<file path="src/rtl/read_sched_pkg.sv">
// Package read_sched_pkg
// Shared types and constants for the read job scheduler.
// - t_sched_state : scheduler FSM states
// - t_job_desc    : queued job descriptor {cache-line address, length in lines}
// - chunk_of()    : lines to launch in the next engine run
package read_sched_pkg;

    localparam int ADDR_W        = 42;  // cache-line address width
    localparam int LEN_W         = 32;  // job length width, in lines
    localparam int DEF_QDEPTH    = 4;   // job FIFO depth (power of 2)
    localparam int DEF_MAX_CHUNK = 64;  // max lines per engine run

    typedef enum logic [1:0] {
        IDLE,
        LAUNCH,
        ARM,
        WAIT_DONE
    } t_sched_state;

    typedef struct packed {
        logic [ADDR_W-1:0] addr;
        logic [LEN_W-1:0]  len;
    } t_job_desc;

    // Size of the next chunk: whatever is left, capped at the per-run limit.
    function automatic logic [LEN_W-1:0] chunk_of(input logic [LEN_W-1:0] remaining,
                                                  input logic [LEN_W-1:0] max_chunk);
        return (remaining > max_chunk) ? max_chunk : remaining;
    endfunction

endpackage

</file>
<file path="src/rtl/read_job_scheduler_if.sv">
// Interface read_job_scheduler_if
// Bundles the job-submission handshake, the read-engine control/status
// signals and the scheduler status outputs.
// - slave  : scheduler view (accepts jobs, drives the engine)
// - master : host/engine side view (offers jobs, reports engine done)
interface read_job_scheduler_if;

    // Job submission
    logic                               job_valid;
    logic                               job_ready;
    logic [read_sched_pkg::ADDR_W-1:0]  job_addr;
    logic [read_sched_pkg::LEN_W-1:0]   job_len;
    logic                               abort;

    // Read engine
    logic                               rd_run;
    logic [read_sched_pkg::ADDR_W-1:0]  rd_first_clAddr;
    logic [63:0]                        rd_data_length;
    logic                               rd_done;

    // Status
    logic                               job_done;
    logic                               job_aborted;
    logic                               busy;
    logic [31:0]                        lines_done;

    modport slave (
        input  job_valid, job_addr, job_len, abort, rd_done,
        output job_ready, rd_run, rd_first_clAddr, rd_data_length,
               job_done, job_aborted, busy, lines_done
    );

    modport master (
        output job_valid, job_addr, job_len, abort, rd_done,
        input  job_ready, rd_run, rd_first_clAddr, rd_data_length,
               job_done, job_aborted, busy, lines_done
    );

endinterface

</file>
<file path="src/rtl/job_desc_fifo.sv">
// Module job_desc_fifo
// Synchronous FIFO of job descriptors, no bypass.
// Ports: clk, reset (async active-low), push/push_data, pop/head,
//        flush (drops everything queued before this cycle), full, empty.
module job_desc_fifo
    import read_sched_pkg::*;
#(
    parameter int DEPTH = DEF_QDEPTH
) (
    input  logic      clk,
    input  logic      reset,
    input  logic      push,
    input  t_job_desc push_data,
    input  logic      pop,
    input  logic      flush,
    output t_job_desc head,
    output logic      full,
    output logic      empty
);

    localparam int             PTR_W   = $clog2(DEPTH);
    localparam logic [PTR_W:0] PTR_ONE = 1;

    t_job_desc        mem [DEPTH];
    logic [PTR_W:0]   wr_ptr;
    logic [PTR_W:0]   rd_ptr;

    // NOTE: the storage array is not reset; the pointers alone decide which
    // entries are valid, so clearing the data would only cost logic.
    always_ff @(posedge clk) begin
        if (push) begin
            mem[wr_ptr[PTR_W-1:0]] <= push_data;
        end
    end

    always_ff @(posedge clk or negedge reset) begin
        if (!reset) begin
            wr_ptr <= '0;
            rd_ptr <= '0;
        end else begin
            if (push) begin
                wr_ptr <= wr_ptr + PTR_ONE;
            end
            // Flush moves the read pointer to the pre-push write pointer, so a
            // descriptor written in the flush cycle itself stays queued.
            if (flush) begin
                rd_ptr <= wr_ptr;
            end else if (pop) begin
                rd_ptr <= rd_ptr + PTR_ONE;
            end
        end
    end

    assign head  = mem[rd_ptr[PTR_W-1:0]];
    assign empty = (wr_ptr == rd_ptr);
    assign full  = (wr_ptr[PTR_W] != rd_ptr[PTR_W]) &&
                   (wr_ptr[PTR_W-1:0] == rd_ptr[PTR_W-1:0]);

endmodule

</file>
<file path="src/rtl/read_job_scheduler.sv">
// Module read_job_scheduler
// Queues (address, length) read jobs and feeds them to the read engine in
// chunks of at most MAX_CHUNK lines, one engine run at a time.
// Ports:
//   clk, reset (async active-low, shared with the read engine)
//   bus.slave: job_valid/job_ready/job_addr/job_len/abort from the host side;
//              rd_run/rd_first_clAddr/rd_data_length out to the engine and
//              rd_done back; job_done/job_aborted pulses, busy, lines_done.
module read_job_scheduler
    import read_sched_pkg::*;
#(
    parameter int QDEPTH    = DEF_QDEPTH,
    parameter int MAX_CHUNK = DEF_MAX_CHUNK
) (
    input logic                 clk,
    input logic                 reset,
    read_job_scheduler_if.slave bus
);

    localparam logic [LEN_W-1:0] MAX_CHUNK_L = LEN_W'(MAX_CHUNK);

    t_sched_state      state, state_nxt;
    logic              ready_en;      // holds job_ready low until the first clock after reset
    logic              abort_pend;
    logic [ADDR_W-1:0] run_addr;      // start address of the current chunk
    logic [LEN_W-1:0]  remaining;     // lines left in the job, current chunk included
    logic [LEN_W-1:0]  chunk;         // lines in the current chunk
    logic              job_done_q;
    logic              job_aborted_q;
    logic [31:0]       lines_done_q;

    // FSM decisions
    logic              fifo_push, fifo_pop, fifo_flush;
    logic              fifo_full, fifo_empty;
    t_job_desc         fifo_head;
    logic              load_run;
    logic [ADDR_W-1:0] next_addr;
    logic [LEN_W-1:0]  next_rem;
    logic              done_set, aborted_set, retire;
    logic [LEN_W-1:0]  rem_after;
    logic [ADDR_W-1:0] addr_after;

    assign fifo_push = bus.job_valid && bus.job_ready;

    job_desc_fifo #(.DEPTH(QDEPTH)) u_fifo (
        .clk       (clk),
        .reset     (reset),
        .push      (fifo_push),
        .push_data ('{addr: bus.job_addr, len: bus.job_len}),
        .pop       (fifo_pop),
        .flush     (fifo_flush),
        .head      (fifo_head),
        .full      (fifo_full),
        .empty     (fifo_empty)
    );

    assign rem_after  = remaining - chunk;
    assign addr_after = run_addr + ADDR_W'(chunk);   // wraps modulo 2^ADDR_W

    // NOTE: every signal assigned here gets a default first, so no path can
    // leave one unassigned and infer a latch.
    always_comb begin
        state_nxt   = state;
        fifo_pop    = 1'b0;
        fifo_flush  = 1'b0;
        load_run    = 1'b0;
        next_addr   = run_addr;
        next_rem    = remaining;
        done_set    = 1'b0;
        aborted_set = 1'b0;
        retire      = 1'b0;

        unique case (state)
            IDLE: begin
                if (abort_pend) begin
                    fifo_flush  = 1'b1;
                    aborted_set = 1'b1;
                end else if (!fifo_empty) begin
                    fifo_pop = 1'b1;
                    if (fifo_head.len == '0) begin
                        done_set = 1'b1;
                    end else begin
                        load_run  = 1'b1;
                        next_addr = fifo_head.addr;
                        next_rem  = fifo_head.len;
                        state_nxt = LAUNCH;
                    end
                end
            end
            LAUNCH: state_nxt = ARM;
            // The engine still reports idle during the run cycle, so rd_done
            // is only trusted from WAIT_DONE onward.
            ARM: state_nxt = WAIT_DONE;
            WAIT_DONE: begin
                if (bus.rd_done) begin
                    retire = 1'b1;
                    if (rem_after == '0) begin
                        done_set  = 1'b1;
                        state_nxt = IDLE;
                    end else if (abort_pend) begin
                        state_nxt = IDLE;
                    end else begin
                        load_run  = 1'b1;
                        next_addr = addr_after;
                        next_rem  = rem_after;
                        state_nxt = LAUNCH;
                    end
                end
            end
            default: state_nxt = IDLE;
        endcase
    end

    // NOTE: sequential state uses non-blocking assignments only, so every
    // register samples the pre-edge values regardless of statement order.
    always_ff @(posedge clk or negedge reset) begin
        if (!reset) begin
            state         <= IDLE;
            ready_en      <= 1'b0;
            abort_pend    <= 1'b0;
            run_addr      <= '0;
            remaining     <= '0;
            chunk         <= '0;
            job_done_q    <= 1'b0;
            job_aborted_q <= 1'b0;
            lines_done_q  <= '0;
        end else begin
            state         <= state_nxt;
            ready_en      <= 1'b1;
            // An abort arriving in the flush cycle survives for the next flush.
            abort_pend    <= bus.abort || (abort_pend && !fifo_flush);
            job_done_q    <= done_set;
            job_aborted_q <= aborted_set;
            // Chunk parameters change only when a run is about to launch, which
            // keeps them stable from LAUNCH until WAIT_DONE is left.
            if (load_run) begin
                run_addr  <= next_addr;
                remaining <= next_rem;
                chunk     <= chunk_of(next_rem, MAX_CHUNK_L);
            end
            if (retire) begin
                lines_done_q <= lines_done_q + 32'(chunk);
            end
        end
    end

    assign bus.job_ready       = ready_en && !fifo_full;
    assign bus.rd_run          = (state == LAUNCH);
    assign bus.rd_first_clAddr = run_addr;
    assign bus.rd_data_length  = 64'(chunk);
    assign bus.job_done        = job_done_q;
    assign bus.job_aborted     = job_aborted_q;
    assign bus.busy            = (state != IDLE) || !fifo_empty;
    assign bus.lines_done      = lines_done_q;

endmodule
</file>
<file path="src/flat_wrapper.sv">
// flat-port wrapper written by rule: the top's interface ports become plain ports
module read_job_scheduler_flat import read_sched_pkg::*;
#(
    parameter int QDEPTH    = DEF_QDEPTH,
    parameter int MAX_CHUNK = DEF_MAX_CHUNK
)
  (clk, reset, bus_job_valid, bus_job_addr, bus_job_len, bus_abort, bus_rd_done, bus_job_ready, bus_rd_run, bus_rd_first_clAddr, bus_rd_data_length, bus_job_done, bus_job_aborted, bus_busy, bus_lines_done);
  read_job_scheduler_if bus_i ();
  input logic clk;
  input logic reset;
  input wire logic [$bits(bus_i.job_valid)-1:0] bus_job_valid;
  input wire logic [$bits(bus_i.job_addr)-1:0] bus_job_addr;
  input wire logic [$bits(bus_i.job_len)-1:0] bus_job_len;
  input wire logic [$bits(bus_i.abort)-1:0] bus_abort;
  input wire logic [$bits(bus_i.rd_done)-1:0] bus_rd_done;
  output wire logic [$bits(bus_i.job_ready)-1:0] bus_job_ready;
  output wire logic [$bits(bus_i.rd_run)-1:0] bus_rd_run;
  output wire logic [$bits(bus_i.rd_first_clAddr)-1:0] bus_rd_first_clAddr;
  output wire logic [$bits(bus_i.rd_data_length)-1:0] bus_rd_data_length;
  output wire logic [$bits(bus_i.job_done)-1:0] bus_job_done;
  output wire logic [$bits(bus_i.job_aborted)-1:0] bus_job_aborted;
  output wire logic [$bits(bus_i.busy)-1:0] bus_busy;
  output wire logic [$bits(bus_i.lines_done)-1:0] bus_lines_done;
  assign bus_i.job_valid = bus_job_valid;
  assign bus_i.job_addr = bus_job_addr;
  assign bus_i.job_len = bus_job_len;
  assign bus_i.abort = bus_abort;
  assign bus_i.rd_done = bus_rd_done;
  assign bus_job_ready = bus_i.job_ready;
  assign bus_rd_run = bus_i.rd_run;
  assign bus_rd_first_clAddr = bus_i.rd_first_clAddr;
  assign bus_rd_data_length = bus_i.rd_data_length;
  assign bus_job_done = bus_i.job_done;
  assign bus_job_aborted = bus_i.job_aborted;
  assign bus_busy = bus_i.busy;
  assign bus_lines_done = bus_i.lines_done;
  read_job_scheduler #(.QDEPTH(QDEPTH), .MAX_CHUNK(MAX_CHUNK)) u_core (.clk(clk), .reset(reset), .bus(bus_i));
endmodule
</file>
<file path="config.mk">
export PLATFORM = sky130hd
export DESIGN_NAME = read_job_scheduler_flat
export DESIGN_NICKNAME = d
export VERILOG_FILES = /design/src/rtl/read_sched_pkg.sv /design/src/rtl/read_job_scheduler_if.sv /design/src/rtl/job_desc_fifo.sv /design/src/rtl/read_job_scheduler.sv /design/src/flat_wrapper.sv
export SDC_FILE = /design/constraint.sdc
export NUM_CORES = 1
export LEC_CHECK = 0
export ABC_AREA = 1
export CAP_MARGIN = 20
export CORE_AREA = 10 10 212 294
export DETAILED_ROUTE_END_ITERATION = 16
export DIE_AREA = 0 0 222 304
export GPL_TIMING_DRIVEN = 0
export PLACE_DENSITY = 0.75
export SKIP_LAST_GASP = 1
export SYNTH_ARGS = -nofsm -noshare
export SYNTH_HDL_FRONTEND = slang
export SYNTH_SLANG_ARGS = --single-unit
export TNS_END_PERCENT = 50
</file>
<file path="constraint.sdc">
create_clock -name clk -period 5.3 [get_ports clk]
set_input_delay 1.06 -clock clk [delete_from_list [all_inputs] [get_ports clk]]
set_output_delay 1.06 -clock clk [all_outputs]
set_load 0.02 [all_outputs]
</file>
### Word-level counts from Yosys, hierarchy flattened

Memory sizes are Yosys's and may differ from the RTL's.
Cells that the tools add are included.
Widths: inputs -> output; s select.

| operators by class | value |
|---|---|
| add/sub/neg operators | 5 |
| magnitude comparators | 1 |
| eq/ne operators | 12 |
| muxes and demuxes | 46 |
| reductions and logical operators | 17 |

Operators with widths:

| kind | count |
|---|---|
| $mux 42 | 6 |
| $mux 32 | 7 |
| $pmux 42 s2 | 1 |
| $logic_not 32->1 | 2 |
| $pmux 32 s2 | 1 |
| $add 42x32->42 | 1 |
| $add 32x32->32 | 1 |
| $gt 32x7->1 const B | 1 |
| $sub 32x32->32 | 1 |
| $mux 1 | 21 |
| $ne 2x2->1 const B | 6 |
| $mux 2 | 5 |
| $pmux 2 s4 | 1 |
| $reduce_and 8->1 | 1 |
| $add 3x1->3 const B | 2 |
| $mux 3 | 2 |
| $reduce_bool 2->1 | 3 |
| $eq 2x2->1 const B | 2 |
| $logic_and 1x1->1 | 4 |
| $pmux 1 s2 | 2 |
| $reduce_and 4->1 | 1 |
| $eq 3x3->1 | 1 |
| $logic_not 1->1 | 3 |
| $eq 2x1->1 const B | 1 |
| other kinds (4) | 5 |

| word-level totals | value |
|---|---|
| bits in registers | 150 |
| RAM bits | 296 |
| input bits | 79 |
| output and inout port bits | 143 |
| word-level logic and storage cells | 93 |
| memories | 1 |

Memories:

| memory | depth | width | read ports | clocked after Yosys merged registers in | write ports | line | text |
|---|---|---|---|---|---|---|---|
| u_core.u_fifo.mem | 4 | 74 | 1 | 0 | 1 | job_desc_fifo.sv:24 | `t_job_desc mem [DEPTH];` |

### Logic depth before layout (Yosys ltp)

Gate-level depths: netlist of run 1.
An unclocked memory read counts as a cell.

| depth | value |
|---|---|
| depth in word-level cells | 8 |
| depth in mapped cells | 32 |
| depth with buffers taken out | 31 |

### Hierarchy

From an unflattened synthesis of run 1, not the netlist that was laid out.

| unflattened totals | value |
|---|---|
| cell total of the unflattened synthesis | 3160 |
| area total of the unflattened synthesis | 26280.2 um^2 |

By module, submodules not included:

| module | times used | cells an instance | area each (um^2) | sequential area each (um^2) |
|---|---|---|---|---|
| read_job_scheduler | 1 | 2170 | 13755.7 | 3603.5 |
| job_desc_fifo | 1 | 990 | 12524.5 | 9038.7 |

### Worst setup path after synthesis of run 1

Ideal clock, no wire load.

| timing | value |
|---|---|
| kind | register to register |
| from | register u_core.u_fifo.rd_ptr[0] |
| to | memory u_core.u_fifo.mem[3][0] (netlist name), enable pin |
| library setup time | 0.510 ns |
| arrival | 4.489 ns |
| required time | 4.790 ns |
| setup slack | 0.301 ns |
| stages on the path, launching flop included | 9 |
| buffers on the path | 2 |
| clock period less this slack | 4.999 ns |
| cell sequence | dfrtp_1 > buf_4 > buf_2 > xnor2_1 > nand3_1 > nand2_1 > inv_1 > nand2_1 > nor2_1 |

| between the ends | value |
|---|---|
| cells in the longest elaborated chain, start to end | 7 |

RTL lines:

| what | line | text |
|---|---|---|
| from (decl) | job_desc_fifo.sv:26 | `logic [PTR_W:0] rd_ptr;` |
| from (signal assigned) | job_desc_fifo.sv:47 | `rd_ptr <= wr_ptr;` |
| from (signal assigned) | job_desc_fifo.sv:49 | `rd_ptr <= rd_ptr + PTR_ONE;` |
| $eq 2x2->1 | job_desc_fifo.sv:57 | `(wr_ptr[PTR_W-1:0] == rd_ptr[PTR_W-1:0]);` |
| $logic_and 1x1->1 | job_desc_fifo.sv:56 | `assign full = (wr_ptr[PTR_W] != rd_ptr[PTR_W]) &&` |
| $logic_not 1->1 | read_job_scheduler.sv:147 | `assign bus.job_ready = ready_en && !fifo_full;` |
| $logic_and 1x1->1 | read_job_scheduler.sv:147 |  |
| via bus_job_ready | flat_wrapper.sv:16 | `output wire logic [$bits(bus_i.job_ready)-1:0] bus_job_ready;` |
| $logic_and 1x1->1 | read_job_scheduler.sv:43 | `assign fifo_push = bus.job_valid && bus.job_ready;` |
| $mux 1 | job_desc_fifo.sv:31 | `if (push) begin` |
| $mux 1 (implied by the code) | job_desc_fifo.sv:32 | `mem[wr_ptr[PTR_W-1:0]] <= push_data;` |
| to (decl) | job_desc_fifo.sv:24 |  |

The timed path passes the listed nets, and every way through them passes these cells.

### Final worst setup path of run 1

| timing | value |
|---|---|
| from | register u_core.chunk[0] |
| to | register u_core.chunk[3] |

| between the ends | value |
|---|---|
| cells in the longest elaborated chain, start to end | 7 |
| elaborated cells between the ends (all ways) | 11 |
| classes of those cells | add/sub (1); order compare (1); mux (8); reduce/logical (1) |

RTL lines:

| what | line | text |
|---|---|---|
| from (decl) | read_job_scheduler.sv:27 | `logic [LEN_W-1:0] chunk;` |
| from (signal assigned) | read_job_scheduler.sv:139 | `chunk <= chunk_of(next_rem, MAX_CHUNK_L);` |
| $sub 32x32->32 (*) | read_job_scheduler.sv:57 | `assign rem_after = remaining - chunk;` |
| $logic_not 32->1 / $mux 32 (equally long branches) | read_job_scheduler.sv:97, read_job_scheduler.sv:100 |  |
| $mux 32 | read_job_scheduler.sv:97 | `if (rem_after == '0) begin` |
| $mux 32 | read_job_scheduler.sv:95 | `if (bus.rd_done) begin` |
| $pmux 32 s2 | read_job_scheduler.sv:73 | `unique case (state)` |
| $gt 32x7->1 | read_sched_pkg.sv:28 | `return (remaining > max_chunk) ? max_chunk : remaining;` |
| $mux 32 | read_sched_pkg.sv:28 |  |

Mark *: on every way between the ends. The rest lies on a longest branch, timed or not.
A chain may end at the register's enable or synchronous reset.

==> results of run 1 <==
## report_power, final
part / leakage [nW] / switching [mW] / total (mW) / internal, mW
combinational: 7.73 / 7.92 / 11.8 / 3.84
sequential: 4.58 / 0.837 / 5.33 / 4.49
clock: 0.729 / 1.41 / 3.24 / 1.83
## state kept, by name, summed over array words and instances (netlist names)
signal	cells
u_core.remaining	32
u_core.state	2
u_core.abort_pend	1
u_core.u_fifo.mem	296
u_core.u_fifo.rd_ptr	3
u_core.bus.job_aborted	1
u_core.u_fifo.wr_ptr	3
u_core.bus.job_done	1
u_core.chunk	32
u_core.ready_en	1
u_core.bus.rd_first_clAddr	42
u_core.bus.lines_done	32
## routing by layer
metal  vias up  wire length [um]  track usage (%)
met5         -                73                0
met3       227              6320             4.34
met2       938             40500             40.7
li1      10600                 -                -
met1     10400             32000             27.9
met4        10              4650             12.6
## final cells by class
| class | instances | area (um^2) |
|---|---|---|
| buffer | 142 | 739 |
| inverter | 351 | 1320 |
| sequential | 446 | 12600 |
| antenna | 2 | 5.00 |
| timing repair buffer | 198 | 2090 |
| fill | 5243 | 27000 |
| tap | 742 | 928 |
| clock buffer | 63 | 1260 |
| clock inverter | 17 | 230 |
| multi-input combinational | 2111 | 10700 |
## worst max-delay path, delay by kind of cell, from the launching register on
family	cells	cell delay (ns)
compound gates	1	0.27
fa+ha+maj	2	0.75
buf+inv	2	0.26
flops	1	0.61
simple gates	23	2.60
## kinds of logic (layout without fill, tap and decap cells)
logic type / Yosys count / in the layout / synth area share [%]
compound gates: 593 / 593 / 13.1
xor+xnor: 62 / 62 / 2.15
fa+ha+maj: 106 / 106 / 5.34
buf+inv: 493 / 771 / 8.14
flops: 446 / 446 / 50.0
other cells: 2 / 35 / 0.0297
simple gates: 1317 / 1317 / 21.2
## how the worst max path moves through the flow
stage                                     end
6_report                      u_core.chunk[3]
4_1_cts                       u_core.chunk[1]
3_3_place_gp   u_core.bus.rd_first_clAddr[23]
5_1_grt                       u_core.chunk[5]
2_1_floorplan         u_core.u_fifo.mem[3][0]
3_5_place_dp                  u_core.chunk[1]
## stage by stage
stage               total power, mW  area (um^2)  hold WS, ns  instances  util, %
floorplan                      12.8        25400        0.478       3050        -
global placement               16.8        28200        0.495       3980     49.5
detailed placement             16.9        28400        0.506       3990     49.9
CTS                            20.2        29900        0.463       4070     52.5
global route                   21.8        29900        0.484       4071     52.5
finish                         20.3        29900        0.434       4072     52.5
## cells in the final DEF, fill, tap and decap left out, types with 54 or more instances in the layout
master / instances
sky130_fd_sc_hd__a21oi_1: 179
sky130_fd_sc_hd__clkbuf_1: 81
sky130_fd_sc_hd__clkdlybuf4s50_1: 187
sky130_fd_sc_hd__dfrtp_1: 150
sky130_fd_sc_hd__edfxtp_1: 296
sky130_fd_sc_hd__ha_1: 103
sky130_fd_sc_hd__inv_1: 331
sky130_fd_sc_hd__nand2_1: 777
sky130_fd_sc_hd__nand3_1: 123
sky130_fd_sc_hd__nand4_1: 54
sky130_fd_sc_hd__nor2_1: 307
sky130_fd_sc_hd__o21ai_0: 263
==> flow_summary.json, run 1 <==
{
  "result_of_the_run": "completed",
  "drc": 0,
  "synth_flop_cell": "sky130_fd_sc_hd__edfxtp_1",
  "crit-reg2reg-capture": "u_core.chunk[3]",
  "synth-edff-count": 296,
  "relative_slew_slack_pct": 37.3,
  "cpMostUsedCell": "sky130_fd_sc_hd__nand2_1",
  "globalRouteOverflowTotal": 0,
  "rows": 104,
  "tritoncts": "yes",
  "worstPathMaxFanout": 10,
  "powerDensity_nw_per_um2": 679,
  "yosys-top-cells-count": "777 x sky130_fd_sc_hd__nand2_1, 331 x sky130_fd_sc_hd__inv_1, 311 x sky130_fd_sc_hd__nor2_1",
  "cpPeakStageDelay_ns": 0.61,
  "grtUsageTotal_pct": 23.8,
  "timing.final.setup_violations": 0,
  "die_height_um": 304,
  "ys_warn_count": 0,
  "min-delay-path-class": "input port to asynchronous set/reset pin",
  "root_buffer": "sky130_fd_sc_hd__clkbuf_16",
  "max_slew.worst_pin.slew_ns": 0.939,
  "grt_max_degree": 86,
  "antenna_found_initial": 6,
  "worstSkewPairLatency_ns": 0.59,
  "postCtsSetupRepairBufs": 0,
  "cts-buffers-inserted": 45,
  "synth_most_common_cell": "sky130_fd_sc_hd__nand2_1",
  "maxcap_viol_count": 0,
  "clkTransAtPathRegs_ns": 0.06,
  "route.detailed.vias_per_inst": 5.44,
  "initial_core_util_pct": 44.4,
  "first_global_vias": 21300,
  "drive_gt1_share_pct": 5.92,
  "leakagePower_nw": 13.0,
  "layout_setup_ws_ns": 0.675,
  "clk_path_buf_depth": 3,
  "wire_per_inst_um": 20.5,
  "die-width_um": 222,
  "areaGrowthSynthToFinish_pct": 18.5,
  "ys_ff_latch": 446,
  "route.final.wire_length_um": 83500,
  "ant_nets": 0,
  "post-place-ws_ns": 0.826,
  "startpoint": "u_core.chunk[0]",
  "io-pin-count": 222,
  "post-dp-hpwl_um": 64500,
  "critical_path_class": "register to register",
  "ir_worst_vdd_mv": 0.259,
  "clock_sinks": 446,
  "postSynthCellCount": 3019,
  "endpoint_kind": "register",
  "gp_congestion": 1.00,
  "detailedRoute.firstIterationViolations": 2066,
  "syn-mean-instance-area_um2": 8.37,
  "synth_top_area_cell": "sky130_fd_sc_hd__edfxtp_1",
  "critical_path_data_required_time_ns": 5.79,
  "placeableCoreArea_um2": 57000,
  "grt_setup_unrepaired": "false",
  "final_period_minus_worst_setup_slack_ns": 4.62,
  "share_of_the_synthesized_area_in_the_top_cell_type_pct": 35.2,
  "via_count": 22200,
  "post_synth_main_area_contributors": "sky130_fd_sc_hd__edfxtp_1 35%, sky130_fd_sc_hd__dfrtp_1 15%, sky130_fd_sc_hd__nand2_1 12%",
  "rr_worst_depth": 28,
  "synth.cell_area_um2": 25300,
  "first_pass_iters": 6,
  "die_area_um2": 67500,
  "reg2reg_slack_ns": 0.68,
  "r2r-start": "u_core.chunk[0]",
  "first_pass_grt_wire_length_um": 126000,
  "fin_setup_tns_ns": 0,
  "yosysSeqAreaShare_pct": 50.0,
  "clock-skew-final_ns": 0.0469,
  "final-hold-violation-count": 0,
  "clock.fmax_mhz": 216,
  "cp.arrival_ns": 5.11,
  "critPathLaunchType": "register",
  "num-nets-final": 3480,
  "final.period_utilization_pct": 87.3,
  "cp_slowest_cell": "sky130_fd_sc_hd__dfrtp_1",
  "postCtsResizedCells": 0,
  "yosys.cell_types.count": 56,
  "ctsHoldBuffers": 0,
  "synth_async_sr_flop_share_pct": 33.6,
  "buffer_ports.inserted": 188,
  "htree_levels": 2,
  "final_max_slew_viol_count": 0
}
(Power assumes the default switching activity.)
==> inputs of run 2 (changes only) <==
- CORE_AREA: 10 10 212 294 -> 10 10 257 357
- DIE_AREA: 0 0 222 304 -> 0 0 267 367
- PLACE_DENSITY: 0.75 -> 0.58
==> flow_summary.json, run 2 (same netlist as run 1, synthesis figures left out) <==
{
  "final_max_slew_viol_count": 0,
  "endpoint_kind": "register",
  "tritoncts": "yes",
  "ctsHoldBuffers": 0,
  "layout_commonest_cell": "sky130_fd_sc_hd__nand2_1",
  "final-hold-violation-count": 0,
  "cpMostUsedCell": "sky130_fd_sc_hd__nand2_1",
  "die_height_um": 367,
  "p_clk_share_pct": 16.8,
  "areaGrowthSynthToFinish_pct": 20.8,
  "critical_path_class": "register to register",
  "combinationalPowerShare_pct": 57.2,
  "io-pin-count": 222,
  "buffer_ports.inserted": 188,
  "first_pass_iters": 5,
  "root_buffer": "sky130_fd_sc_hd__clkbuf_16",
  "placeableCoreArea_um2": 85200,
  "first_global_vias": 21200,
  "worstSkewPairLatency_ns": 0.64,
  "crit-reg2reg-capture": "u_core.chunk[5]",
  "path_delay_family": "simple AND/OR/NAND/NOR gates",
  "globalRouteOverflowTotal": 0,
  "p_total_mw": 20.5,
  "cp.arrival_ns": 5.22,
  "holdWs_ns": 0.352,
  "crit_buf_inv": 3,
  "via_count": 21700,
  "die-width_um": 267,
  "grt_max_degree": 106,
  "htree_levels": 2,
  "first_pass_grt_wire_length_um": 133000,
  "mostFrequentLayoutCells": "777 x sky130_fd_sc_hd__nand2_1, 331 x sky130_fd_sc_hd__inv_1, 307 x sky130_fd_sc_hd__nor2_1, 296 x sky130_fd_sc_hd__edfxtp_1, 263 x sky130_fd_sc_hd__o21ai_0",
  "grt_setup_unrepaired": "false",
  "cpPeakStageDelay_ns": 0.72,
  "relative_slew_slack_pct": 41.6,
  "clkTransAtPathRegs_ns": 0.06,
  "die_area_um2": 98000,
  "worstPathMaxFanout": 10,
  "critical_path_data_required_time_ns": 5.85,
  "post-dp-hpwl_um": 70100,
  "ant_nets": 0,
  "route.final.wire_length_um": 90200,
  "detailedRoute.firstIterationViolations": 1511,
  "critPathLaunchType": "register",
  "clock-skew-final_ns": 0.0297,
  "max_slew.worst_pin.slew_ns": 0.875,
  "final.fill_count": 8778,
  "clk_path_buf_depth": 3,
  "initial_core_util_pct": 29.7,
  "gp_congestion": 0.944,
  "leakagePower_nw": 13.1,
  "layout.core_utilization_pct": 35.8,
  "placed_cells_incl_taps": 4346,
  "clock.fmax_mhz": 214,
  "final_period_minus_worst_setup_slack_ns": 4.67,
  "r2r-start": "u_core.chunk[1]",
  "drive_gt1_share_pct": 6.17,
  "swShare_pct": 49.9,
  "antenna_found_initial": 8,
  "postCtsSetupRepairBufs": 0,
  "cts-buffers-inserted": 47,
  "internal_power_mw": 10.3,
  "min-delay-path-class": "input port to asynchronous set/reset pin",
  "layout.area.seq_um2": 12600,
  "wire_per_inst_um": 20.3,
  "drc": 0,
  "reg2reg_slack_ns": 0.63,
  "combined_area_of_the_multi_input_logic_cells_um2": 10700,
  "grtUsageTotal_pct": 17.8,
  "insertedDiodeCount": 0,
  "rr_worst_depth": 26,
  "final.period_utilization_pct": 88.1,
  "clock_sinks": 446,
  "route.detailed.vias_per_inst": 4.89,
  "maxcap_viol_count": 0,
  "result_of_the_run": "completed",
  "rows": 127,
  "instances_no_fill": 4434,
  "number_of_flip_flops_in_the_largest_register": 296,
  "fin_setup_tns_ns": 0,
  "num-nets-final": 3484,
  "powerDensity_nw_per_um2": 671,
  "ir_worst_vdd_mv": 0.274,
  "postCtsResizedCells": 0,
  "timing.final.setup_violations": 0,
  "cp_slowest_cell": "sky130_fd_sc_hd__dfrtp_1",
  "seq_power_share_pct": 26.0,
  "switching_power_mw": 10.2
}
[run 2: cell count changes in the layout (fill, tap and decap cells not counted), moves of 3 or more]
cell                         change
sky130_fd_sc_hd__clkbuf_8        -6
sky130_fd_sc_hd__clkinv_1        +5
sky130_fd_sc_hd__clkinvlp_4      +5
sky130_fd_sc_hd__clkbuf_1        -4
sky130_fd_sc_hd__clkinv_2        +3
[run 2: cell type report]
cell class	count	area share [%]
flip-flops and latches	446	41.4
well taps	1096	4.49
clock inverters	33	1.19
inverters	351	4.32
clock buffers	55	3.98
multi-input cells	2111	35.1
repair buffers	200	7.04
plain buffers	142	2.42
[run 2: worst max path at each step]
stage                                        from                        endpoint  cells after the start
final                             u_core.chunk[1]                 u_core.chunk[5]                     26
after CTS                         u_core.chunk[1]                 u_core.chunk[5]                     26
after global placement                      reset  u_core.bus.rd_first_clAddr[40]                      1
after detailed placement          u_core.chunk[1]                 u_core.chunk[5]                     26
after floorplan           u_core.u_fifo.rd_ptr[0]         u_core.u_fifo.mem[3][0]                      8
after global routing              u_core.chunk[0]                 u_core.chunk[5]                     27
[run 2: power groups by stage]
stage	registers [mW]	logic, mW	clock network, mW
global route	5.41	13.0	3.65
floorplan	5.40	7.40	0
CTS	5.35	11.7	3.50
finish	5.33	11.7	3.44
detailed placement	5.41	11.6	0
global placement	5.46	11.5	0
[run 2: per-stage QoR]
stage                     worst slack, ns  instance area (um^2)
after global placement              -4.01                 28600
after detailed placement            0.653                 28900
after global routing                0.349                 30500
final                               0.632                 30500
after CTS                           0.623                 30500
after floorplan                     0.301                 25400
[run 2: routing by layer]
layer | vias up | GRT usage [%] | share of wire [%]
met5 | - | 0 | 0.060
met4 | 10 | 7.52 | 4.2
met3 | 176 | 3.39 | 6.2
met2 | 641 | 31.3 | 50
met1 | 10200 | 20.8 | 40
li1 | 10600 | - | -
